===== src/rtl/ct_fcnvt_wb_buf.sv =====
// ct_fcnvt_wb_buf: write-back buffer for the FP convert pipe; formats EX3 results and
// drains them in order to the regfile arbiter. Optional same-cycle bypass: CT_FCNVT_WB_BYPASS_EN.
`default_nettype none

module ct_fcnvt_wb_buf #(
    parameter int DEPTH  = 2,
    parameter int PREG_W = 7
) (
    input  logic              ex1_pipe_clk,
    input  logic              cpurst_b,
    input  logic              fcnvt_forward_r_vld,
    input  logic [63:0]       fcnvt_forward_result,
    input  logic              fcnvt_ereg_forward_r_vld,
    input  logic [4:0]        fcnvt_ereg_forward_result,
    input  logic              ex3_dest_float,
    input  logic              ex3_dest_half,
    input  logic              ex3_dest_single,
    input  logic              ex3_dest_double,
    input  logic              ex3_dest_l16,
    input  logic              ex3_dest_l32,
    input  logic              ex3_dest_l64,
    input  logic [PREG_W-1:0] ex3_preg,
    input  logic              rtu_yy_xx_flush,
    input  logic              wb_grant,
    output logic              fcnvt_wb_full,
    output logic              wb_vld,
    output logic [63:0]       wb_data,
    output logic [PREG_W-1:0] wb_preg,
    output logic              wb_float,
    output logic              wb_fflags_vld,
    output logic [4:0]        wb_fflags
);

    localparam int AW = (DEPTH > 1) ? $clog2(DEPTH) : 1;
    localparam logic [AW:0] FULL_CNT = (AW+1)'(DEPTH);

    logic [63:0]       data_mem  [DEPTH];
    logic [PREG_W-1:0] preg_mem  [DEPTH];
    logic              float_mem [DEPTH];
    logic [4:0]        flag_mem  [DEPTH];

    logic [AW:0]       rd_ptr, wr_ptr, rd_nxt, wr_nxt, cnt_nxt;
    logic              vld_q, full_q, float_q;
    logic [63:0]       data_q, fmt_data, head_data;
    logic [PREG_W-1:0] preg_q, head_preg;
    logic [4:0]        flags_q, head_flags;
    logic              head_float;
    logic              push, pop, byp_take;

    // The default cases pass the raw result through (double / l64).
    logic unused_tags;
    assign unused_tags = fcnvt_ereg_forward_r_vld ^ ex3_dest_double ^ ex3_dest_l64;

    always_comb begin
        fmt_data = fcnvt_forward_result;
        if (ex3_dest_float) begin
            if (ex3_dest_half)
                fmt_data = {48'hFFFF_FFFF_FFFF, fcnvt_forward_result[15:0]};
            else if (ex3_dest_single)
                fmt_data = {32'hFFFF_FFFF, fcnvt_forward_result[31:0]};
        end else begin
            if (ex3_dest_l16)
                fmt_data = {{48{fcnvt_forward_result[15]}}, fcnvt_forward_result[15:0]};
            else if (ex3_dest_l32)
                fmt_data = {{32{fcnvt_forward_result[31]}}, fcnvt_forward_result[31:0]};
        end
    end

`ifdef CT_FCNVT_WB_BYPASS_EN
    assign byp_take = !vld_q && fcnvt_forward_r_vld && wb_grant;
`else
    assign byp_take = 1'b0;
`endif

    assign push    = fcnvt_forward_r_vld && !full_q && !rtu_yy_xx_flush && !byp_take;
    assign pop     = vld_q && wb_grant && !rtu_yy_xx_flush;
    assign wr_nxt  = wr_ptr + {{AW{1'b0}}, push};
    assign rd_nxt  = rd_ptr + {{AW{1'b0}}, pop};
    assign cnt_nxt = wr_nxt - rd_nxt;

    // The next head may be the entry being written this very edge.
    always_comb begin
        head_data  = data_mem[rd_nxt[AW-1:0]];
        head_preg  = preg_mem[rd_nxt[AW-1:0]];
        head_float = float_mem[rd_nxt[AW-1:0]];
        head_flags = flag_mem[rd_nxt[AW-1:0]];
        if (push && (rd_nxt == wr_ptr)) begin
            head_data  = fmt_data;
            head_preg  = ex3_preg;
            head_float = ex3_dest_float;
            head_flags = fcnvt_ereg_forward_result;
        end
    end

    always_ff @(posedge ex1_pipe_clk) begin
        if (push) begin
            data_mem[wr_ptr[AW-1:0]]  <= fmt_data;
            preg_mem[wr_ptr[AW-1:0]]  <= ex3_preg;
            float_mem[wr_ptr[AW-1:0]] <= ex3_dest_float;
            flag_mem[wr_ptr[AW-1:0]]  <= fcnvt_ereg_forward_result;
        end
    end

    always_ff @(posedge ex1_pipe_clk or negedge cpurst_b) begin
        if (!cpurst_b) begin
            rd_ptr  <= '0;
            wr_ptr  <= '0;
            vld_q   <= 1'b0;
            full_q  <= 1'b0;
            data_q  <= '0;
            preg_q  <= '0;
            float_q <= 1'b0;
            flags_q <= '0;
        end else if (rtu_yy_xx_flush) begin
            rd_ptr  <= '0;
            wr_ptr  <= '0;
            vld_q   <= 1'b0;
            full_q  <= 1'b0;
        end else begin
            rd_ptr  <= rd_nxt;
            wr_ptr  <= wr_nxt;
            vld_q   <= (cnt_nxt != '0);
            full_q  <= (cnt_nxt == FULL_CNT);
            if (cnt_nxt != '0) begin
                data_q  <= head_data;
                preg_q  <= head_preg;
                float_q <= head_float;
                flags_q <= head_flags;
            end
        end
    end

`ifdef CT_FCNVT_WB_BYPASS_EN
    assign wb_vld    = vld_q || fcnvt_forward_r_vld;
    assign wb_data   = vld_q ? data_q  : fmt_data;
    assign wb_preg   = vld_q ? preg_q  : ex3_preg;
    assign wb_float  = vld_q ? float_q : ex3_dest_float;
    assign wb_fflags = vld_q ? flags_q : fcnvt_ereg_forward_result;
`else
    assign wb_vld    = vld_q;
    assign wb_data   = data_q;
    assign wb_preg   = preg_q;
    assign wb_float  = float_q;
    assign wb_fflags = flags_q;
`endif

    assign fcnvt_wb_full = full_q;
    assign wb_fflags_vld = wb_vld && wb_grant;

endmodule

`default_nettype wire


===== config.mk =====
export PLATFORM = sky130hd
export DESIGN_NAME = ct_fcnvt_wb_buf
export DESIGN_NICKNAME = d
export VERILOG_FILES = /design/src/rtl/ct_fcnvt_wb_buf.sv
export SDC_FILE = /design/constraint.sdc
export NUM_CORES = 1
export LEC_CHECK = 0
export CAP_MARGIN = 20
export CORE_ASPECT_RATIO = 0.7
export CORE_MARGIN = 4
export CORE_UTILIZATION = 58
export CTS_CLUSTER_SIZE = 8
export DETAILED_ROUTE_END_ITERATION = 10
export PLACE_DENSITY_LB_ADDON = 0.12
export SLEW_MARGIN = 20
export SYNTH_ARGS = -nofsm -noshare
export SYNTH_HDL_FRONTEND = slang
export SYNTH_SLANG_ARGS = --single-unit

===== constraint.sdc =====
create_clock -name ex1_pipe_clk -period 7.3 [get_ports ex1_pipe_clk]
set_clock_uncertainty 0.1 [all_clocks]
set_input_delay 1.46 -clock ex1_pipe_clk [delete_from_list [all_inputs] [get_ports ex1_pipe_clk]]
set_output_delay 1.46 -clock ex1_pipe_clk [all_outputs]
set_load 0.01 [all_outputs]

==> reports/results.ini, run 1 <==
[floorplan]
die-area_um2 = 20300
die_h_um = 120.4
io_pins = 169
die_x_um = 168.6
num_rows = 40
core_um2 = 17420
start_util = 0.6011

[placed_design]
routabilityCongestion = 0.7690
port_buffers = 165
dp_hpwl_um = 14130

[global_routing]
antenna_found_initial = 0
grt_overflow = 0
grt_first_pass_wirelength_um = 39090
grt.total_usage = 0.2429
grt_pass1_vias = 7231
grt_max_degree = 80

[critical_path]
crit_path_max_fanout = 52
start_kind = input pin
crit_type = in2reg
timing.rr.end = wb_data[4]$_DFFE_PN0P_
cp-end-kind = register
reg2reg_from = wb_vld$_DFF_PN0_
reg2reg_slack_ns = 3.34
arrival_ns = 5.30
crit_required_ns = 7.57
reg2regPathDepth = 8

[synth]
syn_area_um2 = 10470
syn_nets = 809
synth_top_area_cell = edfxtp_1
ys_types = 33
synth_seq_cells = 237
post-synth-top-area-fraction = 0.4417
synth_area_leaders = edfxtp_1, dfrtp_1, mux2_2
synth.avg_cell_area_um2 = 14.58
ys_warn_count = 0
seq_area_frac_synth = 0.6401
netlist_instances = 718

[status]
status = completed

[detailed_routing]
ant_nets = 0
drt_iter0_drc = 668
viasPerCell = 6.099
via_count = 6880
drcViolationCount = 0
wl_per_cell_um = 21.74
dr.pass1.iters = 5
totalWireLength_um = 24530

[timing]
tightest_slew_ns = 1.112
relSlewSlack = 0.2586
finalCritPeriodShare = 0.6893
fin_hold_ws_ns = 0.4047
fin_crit_ns = 5.032
setup_viol = 0
hold_violations = 0
final_max_slew_viol_count = 0
max_freq_mhz = 198.7
rsz0062_at_grt = false
tns_ns = 0

[clock_tree]
cts_setup_buffers = 0
cts_made_buffers = 35
cts_sinks = 237
clkTransAtPathRegs_ns = 0.05
ctsLongestPathBuffers = 3
insertion_delay_ns = 0.49
ctsHoldBuffers = 0
clock_tree.root_cell = clkbuf_16
cts.htree.levels = 2
ctsResizeCount = 0
cts_tree = built

[layout]
syn_to_final_growth_pct = 27.26
mostFrequentLayoutCells = clkdlybuf4s50_1, edfxtp_1, mux2_2
final_common_cell = clkdlybuf4s50_1
num_antenna_cells = 0
drive_gt1_frac = 0.2051
nets = 965

[worst_hold_path]
hold_end = wb_preg[2]$_DFFE_PN0P_
hp-class = reg2reg
min_path_cells = 1
min_from = wb_preg[2]$_DFFE_PN0P_

[pwr]
p_leak_nw = 4.726
p_per_area_nw_per_um2 = 342.5
worst_ir_drop_vdd_uv = 229.8

[run]
drv_cap = 0

## synth_stat cells (all sizes together)
cell and n:
nand3b 1, and4bb 1, xnor3 1, a221oi 33, xor2 2, a211oi 1, mux2 163, nor2b 2
o211ai 16, xor3 1, clkbuf 43, edfxtp 154, o21ai 32, nor4 3, a2bb2oi 32, a21boi 32
nor3b 2, a21oi 4, or3 1, or3b 1, nand2 1, ha 2, xnor2 2, mux2i 2
buf 17, nor2 69, inv 16, and2 1, dfrtp 83
## cell families after synthesis
logic type,synth area share
buf+inv,0.03191
xor+xnor,0.007769
simple gates,0.03347
compound gates,0.1071
mux,0.1772
fa+ha+maj,0.002390
flops,0.6401
## critical path, stage by stage
cell and delay [ns]:
clkdlybuf4s50_1 0.54, or3b_1 0.57, xor2_1 0.23, ha_1 0.19, xnor3_1 0.38, buf_4 0.27, a21oi_4 0.84, buf_12 0.38
mux2_2 0.39
## how the worst max path moves through the flow
stage / end / depth (start not counted) / start / slack (ns)
2_1_floorplan: data_mem[0][0]$_DFFE_PP_ / 3 / rtu_yy_xx_flush / 1.50
3_5_place_dp: wb_data[4]$_DFFE_PN0P_ / 8 / rtu_yy_xx_flush / 1.66
6_report: wb_data[11]$_DFFE_PN0P_ / 9 / rtu_yy_xx_flush / 2.27
4_1_cts: wb_data[4]$_DFFE_PN0P_ / 9 / wb_grant / 2.15
5_1_grt: wb_data[11]$_DFFE_PN0P_ / 9 / rtu_yy_xx_flush / 2.12
3_3_place_gp: wb_data[4]$_DFFE_PN0P_ / 8 / rtu_yy_xx_flush / 1.71
## through the flow
| stage | util | std cells | total power [mW] | setup slack [ns] | instance area (um2) |
|---|---|---|---|---|---|
| 6_report | 0.7649 | 1128 | 4.563 | 2.268 | 13320 |
| 2_1_floorplan | - | 718 | 2.467 | 1.495 | 10470 |
| 4_1_cts | 0.7639 | 1127 | 4.591 | 2.153 | 13300 |
| 3_5_place_dp | 0.7073 | 1067 | 3.134 | 1.665 | 12320 |
| 5_1_grt | 0.7649 | 1128 | 4.762 | 2.119 | 13320 |
| 3_3_place_gp | 0.7066 | 1066 | 3.090 | 1.708 | 12310 |
## state kept, by name, indices dropped and copies added (netlist names), 5 cells and up
name,flops
wb_fflags,5
data_mem,128
preg_mem,14
wb_preg,7
flag_mem,10
wb_data,64
## power by group
| part | total (mW) | internal [mW] | switching (mW) |
|---|---|---|---|
| logic | 1.26 | 0.727 | 0.535 |
| registers | 1.86 | 1.71 | 0.151 |
| clock network | 1.44 | 0.891 | 0.553 |
| total | 4.56 | 3.32 | 1.24 |
## metal layers
metal	routed length, um	track usage	up-vias
met5	0	0	-
met4	552	0.06994	0
met3	2139	0.05948	57
met2	11650	0.3954	339
met1	10180	0.3296	3433
li1	-	-	3051
## layout make-up
cell class              count  area [um2]
flip-flops and latches    237        6701
multi-input cells         405        3505
fillers                  1055        4094
clock buffers              56       954.7
clock inverters             4       31.28
inverters                  16       60.06
well taps                 231       289.0
repair buffers            179        1782
Note: power is estimated with default switching activity, not from simulation.
==> inputs of run 2 (changes only) <==
--- a/config.mk
+++ b/config.mk
@@ -8,7 +8,7 @@
 export CAP_MARGIN = 20
 export CORE_ASPECT_RATIO = 0.7
 export CORE_MARGIN = 4
-export CORE_UTILIZATION = 58
+export CORE_UTILIZATION = 49
 export CTS_CLUSTER_SIZE = 8
 export DETAILED_ROUTE_END_ITERATION = 10
 export PLACE_DENSITY_LB_ADDON = 0.12
==> constraint.sdc (replaced) <==
create_clock -name ex1_pipe_clk -period 4.35 [get_ports ex1_pipe_clk]
set_clock_uncertainty 0.1 [all_clocks]
set_input_delay 0.87 -clock ex1_pipe_clk [delete_from_list [all_inputs] [get_ports ex1_pipe_clk]]
set_output_delay 0.87 -clock ex1_pipe_clk [all_outputs]
set_load 0.01 [all_outputs]
==> run 2 against run 1 <==
Critical path depth is the same; first-iteration DRC count shrank 15%; highest routed layer is now met5; largest cell class unchanged; register-to-register slack lost 2.0 ns; critical endpoint is now wb_preg[2]$_DFFE_PN0P_; sequential share of layout area shrank 0.53 points; combinational power grew 69%; total power grew 69%; global-route usage shrank 3.7 points; die area grew 17%; sequential cell count is the same; cell count grew 4.5%; clock-buffer cell count grew 5; wire length grew 1.1%.
==> reports/results.ini, run 2 (synthesized netlist as in run 1, its figures left out) <==
[critical_path]
cp-end-kind = register
critPathTopFamily = simple AND/OR/NAND/NOR gates
reg2reg_slack_ns = 1.30  ; -2.04 ns
cpPeakStageDelay_ns = 0.59  ; -0.25 ns
crit_required_ns = 4.61  ; -2.96 ns
timing.rr.end = wb_preg[2]$_DFFE_PN0P_
start_kind = input pin
path_cells = clkdlybuf4s50_1 -> and2_1 -> nor2b_1 -> ha_4 -> xor3_1 -> or3_4 -> buf_12 -> mux2_1 -> mux2_2
arrival_ns = 3.77  ; -1.53 ns
slowest_stage = or3_4
reg2regPathDepth = 8  ; unchanged
crit_path_max_fanout = 29  ; -44%
critPathBufInv = 2  ; -1
crit_type = in2reg
reg2reg_from = wb_vld$_DFF_PN0_

[global_routing]
grt_first_pass_wirelength_um = 38860  ; -0.58%
grt.total_usage = 0.2055  ; -0.03742
antenna_found_initial = 1  ; +1
grt_max_degree = 79  ; -1.3%
grt_overflow = 0  ; unchanged
grt_pass1_vias = 7187  ; -0.61%

[detailed_routing]
dr.pass1.iters = 5  ; unchanged
totalWireLength_um = 24790  ; +1.1%
via_count = 6829  ; -0.74%
ant_nets = 0  ; unchanged
drcViolationCount = 0  ; unchanged
wl_per_cell_um = 21.03  ; -3.3%
viasPerCell = 5.792  ; -5.0%
drt_iter0_drc = 569  ; -15%

[run]
drv_cap = 0  ; unchanged

[clock_tree]
ctsLongestPathBuffers = 3  ; unchanged
cts.htree.levels = 2  ; unchanged
clkTransAtPathRegs_ns = 0.05  ; about the same
cts_tree = built
cts_made_buffers = 35  ; unchanged
cts_setup_buffers = 0  ; unchanged
insertion_delay_ns = 0.49  ; about the same
clock_tree.root_cell = clkbuf_16
ctsResizeCount = 0  ; unchanged
ctsHoldBuffers = 0  ; unchanged
cts_sinks = 237  ; unchanged

[floorplan]
num_rows = 44  ; +10%
die_x_um = 182.7  ; +8.4%
die_h_um = 130.3  ; +8.2%
start_util = 0.5017  ; -0.09934
die-area_um2 = 23800  ; +17%
core_um2 = 20870  ; +20%
io_pins = 169  ; unchanged

[layout]
fillerInstances = 1541  ; +46%
stdcell_count = 1179  ; +4.5%
drive_gt1_frac = 0.2071  ; +0.001959
largest_reg_flops = 128  ; unchanged
num_antenna_cells = 0  ; unchanged
mostFrequentLayoutCells = clkdlybuf4s50_1, edfxtp_1, mux2_2
final_common_cell = clkdlybuf4s50_1
syn_to_final_growth_pct = 28.62
fin_util = 0.6454  ; -0.1196
nets = 969  ; +0.41%

[status]
status = completed

[pwr]
p_per_area_nw_per_um2 = 574.3  ; +68%
p_leak_nw = 4.768  ; +0.89%
worst_ir_drop_vdd_uv = 382.4  ; +66%

[placed_design]
routabilityCongestion = 0.7757  ; +0.87%
port_buffers = 165  ; unchanged
dp_hpwl_um = 14370  ; +1.7%
placedCellCount = 1117  ; +4.7%

[timing]
max_freq_mhz = 284.9
rsz0062_at_grt = false
finalCritPeriodShare = 0.8068
fin_crit_ns = 3.510
setup_viol = 0  ; unchanged
hold_violations = 0  ; unchanged
tns_ns = 0  ; unchanged
final_max_slew_viol_count = 0  ; unchanged
relSlewSlack = 0.4048  ; +0.1462
tightest_slew_ns = 0.8928  ; -0.2193 ns

[worst_hold_path]
hp-class = in2async

[run 2: cell types whose count changed in the layout (fill, tap and decap cells not counted)]
cell       before  now
buf_12          2    4
buf_4          11   14
buf_6           2    1
clkbuf_1       21   24
clkbuf_16      35   37
inv_6           3    0
[run 2: layout make-up]
| type | instances | area, um2 | share of cell area |
|---|---|---|---|
| clock buffers | 61 | 1016 | 0.07545 |
| clock inverters | 1 | 5.005 | 0.0003717 |
| inverters | 16 | 60.06 | 0.004460 |
| multi-input cells | 405 | 3505 | 0.2603 |
| flip-flops and latches | 237 | 6701 | 0.4977 |
| well taps | 276 | 345.3 | 0.02565 |
| repair buffers | 183 | 1833 | 0.1361 |
[run 2: worst register-to-register path: stages, from the launching register on]
cell and delay, ns:
dfrtp_1 0.37, and2_1 0.21, nor2b_1 0.17, ha_4 0.17, xor3_1 0.44, or3_4 0.59, buf_12 0.26, mux2_1 0.36
mux2_2 0.26
[run 2: report_power, final]
part | switching (mW) | internal [mW] | total (mW)
Combinational | 0.895 | 1.23 | 2.13
Sequential | 0.254 | 2.86 | 3.12
Clock | 0.924 | 1.57 | 2.49
Total | 2.07 | 5.66 | 7.73
[run 2: metal layers]
metal | GRT usage | vias up | routed length (um)
met5 | 0 | - | 8
met4 | 0.05514 | 2 | 353
met3 | 0.05183 | 35 | 1963
met2 | 0.3248 | 280 | 11280
met1 | 0.2879 | 3449 | 11180
li1 | - | 3063 | -
[run 2: per-stage QoR]
| stage | total power [mW] | instance area [um2] | hold slack [ns] | worst slack [ns] |
|---|---|---|---|---|
| global route | 8.079 | 13470 | 0.4185 | 0.7574 |
| CTS | 7.799 | 13460 | 0.4051 | 0.8640 |
| floorplan | 4.137 | 10470 | 0.4116 | 0.4426 |
| finish | 7.734 | 13470 | 0.3887 | 0.8404 |
| global placement | 5.228 | 12440 | 0.3903 | 0.3546 |
| detailed placement | 5.279 | 12440 | 0.3943 | 0.3495 |
[run 2: worst max path at each step]
stage                                from                  endpoint  slack [ns]  cells past startpoint
after detailed placement         wb_grant    wb_preg[2]$_DFFE_PN0P_        0.35                      9
after floorplan           rtu_yy_xx_flush  data_mem[0][0]$_DFFE_PP_        0.44                      3
after CTS                        wb_grant    wb_preg[2]$_DFFE_PN0P_        0.86                      9
after global placement           wb_grant    wb_preg[2]$_DFFE_PN0P_        0.35                      9
final                            wb_grant    wb_preg[2]$_DFFE_PN0P_        0.84                      9
after global routing             wb_grant    wb_data[7]$_DFFE_PN0P_        0.76                      9
==> inputs of run 3 (changes only) <==
==> constraint.sdc (replaced) <==
create_clock -name ex1_pipe_clk -period 3.1 [get_ports ex1_pipe_clk]
set_clock_uncertainty 0.1 [all_clocks]
set_input_delay 0.62 -clock ex1_pipe_clk [delete_from_list [all_inputs] [get_ports ex1_pipe_clk]]
set_output_delay 0.62 -clock ex1_pipe_clk [all_outputs]
set_load 0.01 [all_outputs]
==> run 3 against run 2 <==
Sequential share of layout area is 0.89 points lower; sequential power is 40% higher; largest cell class unchanged; total power is 40% higher; largest power group unchanged; hold slack worse by 0.32 ns; clock-buffer cell count is 4 lower; critical path depth stayed put; core utilization is 1.2 points higher; critical endpoint is now wb_data[35]$_DFFE_PN0P_; clock power is 38% higher.
==> reports/results.ini, run 3 (synthesized netlist as in run 1, its figures left out) <==
[critical_path]
start_kind = input pin
cp-end-kind = register
critPathBufInv = 2  ; unchanged
cpPeakStageDelay_ns = 0.45  ; -0.14 ns
slowest_stage = clkdlybuf4s50_1
path_cells = clkdlybuf4s50_1 -> and2_1 -> nor2b_1 -> ha_4 -> xor3_1 -> or3_4 -> buf_4 -> a221oi_1 -> a2bb2oi_1
crit_path_max_fanout = 26  ; -10%
crit_required_ns = 3.34  ; -1.27 ns
arrival_ns = 3.30  ; -0.47 ns
critPathTopFamily = simple AND/OR/NAND/NOR gates
crit_type = in2reg

[global_routing]
met2_usage = 0.3246  ; about the same
use_met1 = 0.2977  ; +0.009751
grt.total_usage = 0.2067  ; +0.001202
grt_first_pass_wirelength_um = 39200  ; +0.87%
antenna_found_initial = 0  ; -1
grt_max_degree = 79  ; unchanged
grt_overflow = 0  ; unchanged
use_met3 = 0.04319  ; -0.008638
grt_pass1_vias = 7238  ; +0.71%
busiest_layer = met2

[run]
drv_cap = 0  ; unchanged

[layout]
num_antenna_cells = 0  ; unchanged
mostFrequentLayoutCells = clkdlybuf4s50_1, edfxtp_1, mux2_2
postLayoutCellArea_um2 = 13710  ; +1.8%
stdcell_count = 1195  ; +1.4%
drive_gt1_frac = 0.2252  ; +0.01816
largest_reg_flops = 128  ; unchanged
nets = 989  ; +2.1%
syn_to_final_growth_pct = 30.95
final_common_cell = clkdlybuf4s50_1
fin_util = 0.6571  ; +0.01169

[timing]
finalCritPeriodShare = 0.9877
fin_crit_ns = 3.062
tns_ns = 0  ; unchanged
max_freq_mhz = 326.6
fin_hold_ws_ns = 0.07038  ; -0.3183 ns
relSlewSlack = 0.5593  ; +0.1545
hold_violations = 0  ; unchanged
setup_viol = 0  ; unchanged
rsz0062_at_grt = false
tightest_slew_ns = 0.6582  ; -0.2347 ns
fin_ws_ns = 0.03806  ; -0.8023 ns
final_max_slew_viol_count = 0  ; unchanged

[pwr]
worst_ir_drop_vdd_uv = 478.2  ; +25%
p_leak_nw = 4.899  ; +2.7%
total_power_mw = 10.86  ; +40%
p_per_area_nw_per_um2 = 791.8  ; +38%

[placed_design]
placed_area_um2 = 12700  ; +2.1%
dp_hpwl_um = 15070  ; +4.9%
routabilityCongestion = 0.7705  ; -0.67%
port_buffers = 165  ; unchanged
placedCellCount = 1137  ; +1.8%
pre_cts_ws_ns = -0.4141  ; -0.7636 ns

[detailed_routing]
ant_nets = 0  ; unchanged
wl_per_cell_um = 20.38  ; -3.1%
totalWireLength_um = 24350  ; -1.8%
via_count = 6764  ; -0.95%
dr.pass1.iters = 5  ; unchanged
drt_iter0_drc = 532  ; -6.5%
drcViolationCount = 0  ; unchanged
viasPerCell = 5.660  ; -2.3%

[clock_tree]
insertion_delay_ns = 0.49  ; about the same
cts_tree = built
cts.htree.levels = 2  ; unchanged
ctsResizeCount = 0  ; unchanged
cts_setup_buffers = 0  ; unchanged
ctsLongestPathBuffers = 3  ; unchanged
cts_sinks = 237  ; unchanged
clkTransAtPathRegs_ns = 0.05  ; about the same
cts_made_buffers = 35  ; unchanged
ctsHoldBuffers = 0  ; unchanged
clock_tree.root_cell = clkbuf_16

[floorplan]
io_pins = 169  ; unchanged
die_x_um = 182.7  ; unchanged
die_h_um = 130.3  ; unchanged
die-area_um2 = 23800  ; unchanged
num_rows = 44  ; unchanged
start_util = 0.5017  ; unchanged
core_um2 = 20870  ; unchanged

[status]
status = completed

[worst_hold_path]
hp-class = in2async

## run 3: final timing paths
| kind | end | slack [ns] | startpoint | cells after the start |
|---|---|---|---|---|
| max in group asynchronous | wb_data[61]$_DFFE_PN0P_ | 2.16 | cpurst_b | 2 |
| hold / removal | wb_data[42]$_DFFE_PN0P_ | 0.07 | cpurst_b | 1 |
| setup reg to reg | wb_data[35]$_DFFE_PN0P_ | 0.30 | wb_vld$_DFF_PN0_ | 8 |
| hold reg to reg | wb_data[13]$_DFFE_PN0P_ | 0.40 | wb_data[13]$_DFFE_PN0P_ | 1 |
| setup / recovery | wb_data[35]$_DFFE_PN0P_ | 0.04 | wb_grant | 9 |
| min in group ex1_pipe_clk | wb_data[13]$_DFFE_PN0P_ | 0.40 | wb_data[13]$_DFFE_PN0P_ | 1 |
## run 3: area by class of cell
type	count	area [um2]
Clock buffer	57	1001
Clock inverter	1	5.005
Fill cell	1549	7156
Inverter	16	60.06
Multi-Input combinational cell	405	3505
Sequential cell	237	6701
Tap cell	276	345.3
Timing Repair Buffer	203	2092
## run 3: metal layers
layer | up-vias | wire length [um] | part of all wire
met1 | 3408 | 11360 | 0.47
met2 | 221 | 11060 | 0.45
li1 | 3098 | - | -
met5 | - | 0 | 0
met3 | 37 | 1565 | 0.064
met4 | 0 | 369 | 0.015
## run 3: report_power, final
part / internal, mW / switching [mW]
clock: 2.18 / 1.25
sequential: 4.02 / 0.342
combinational: 1.81 / 1.26
total: 8.00 / 2.85
## run 3: worst reg2reg max path, delay by kind of cell (launching register included)
| family | cells | cell delay [ns] |
|---|---|---|
| AOI/OAI and AO/OA | 2 | 0.56 |
| and+or+nand+nor | 3 | 0.88 |
| DFF | 1 | 0.33 |
| xor gates and xnor gates | 1 | 0.37 |
| adders and majority gates | 1 | 0.17 |
| buffers and inverters | 1 | 0.25 |
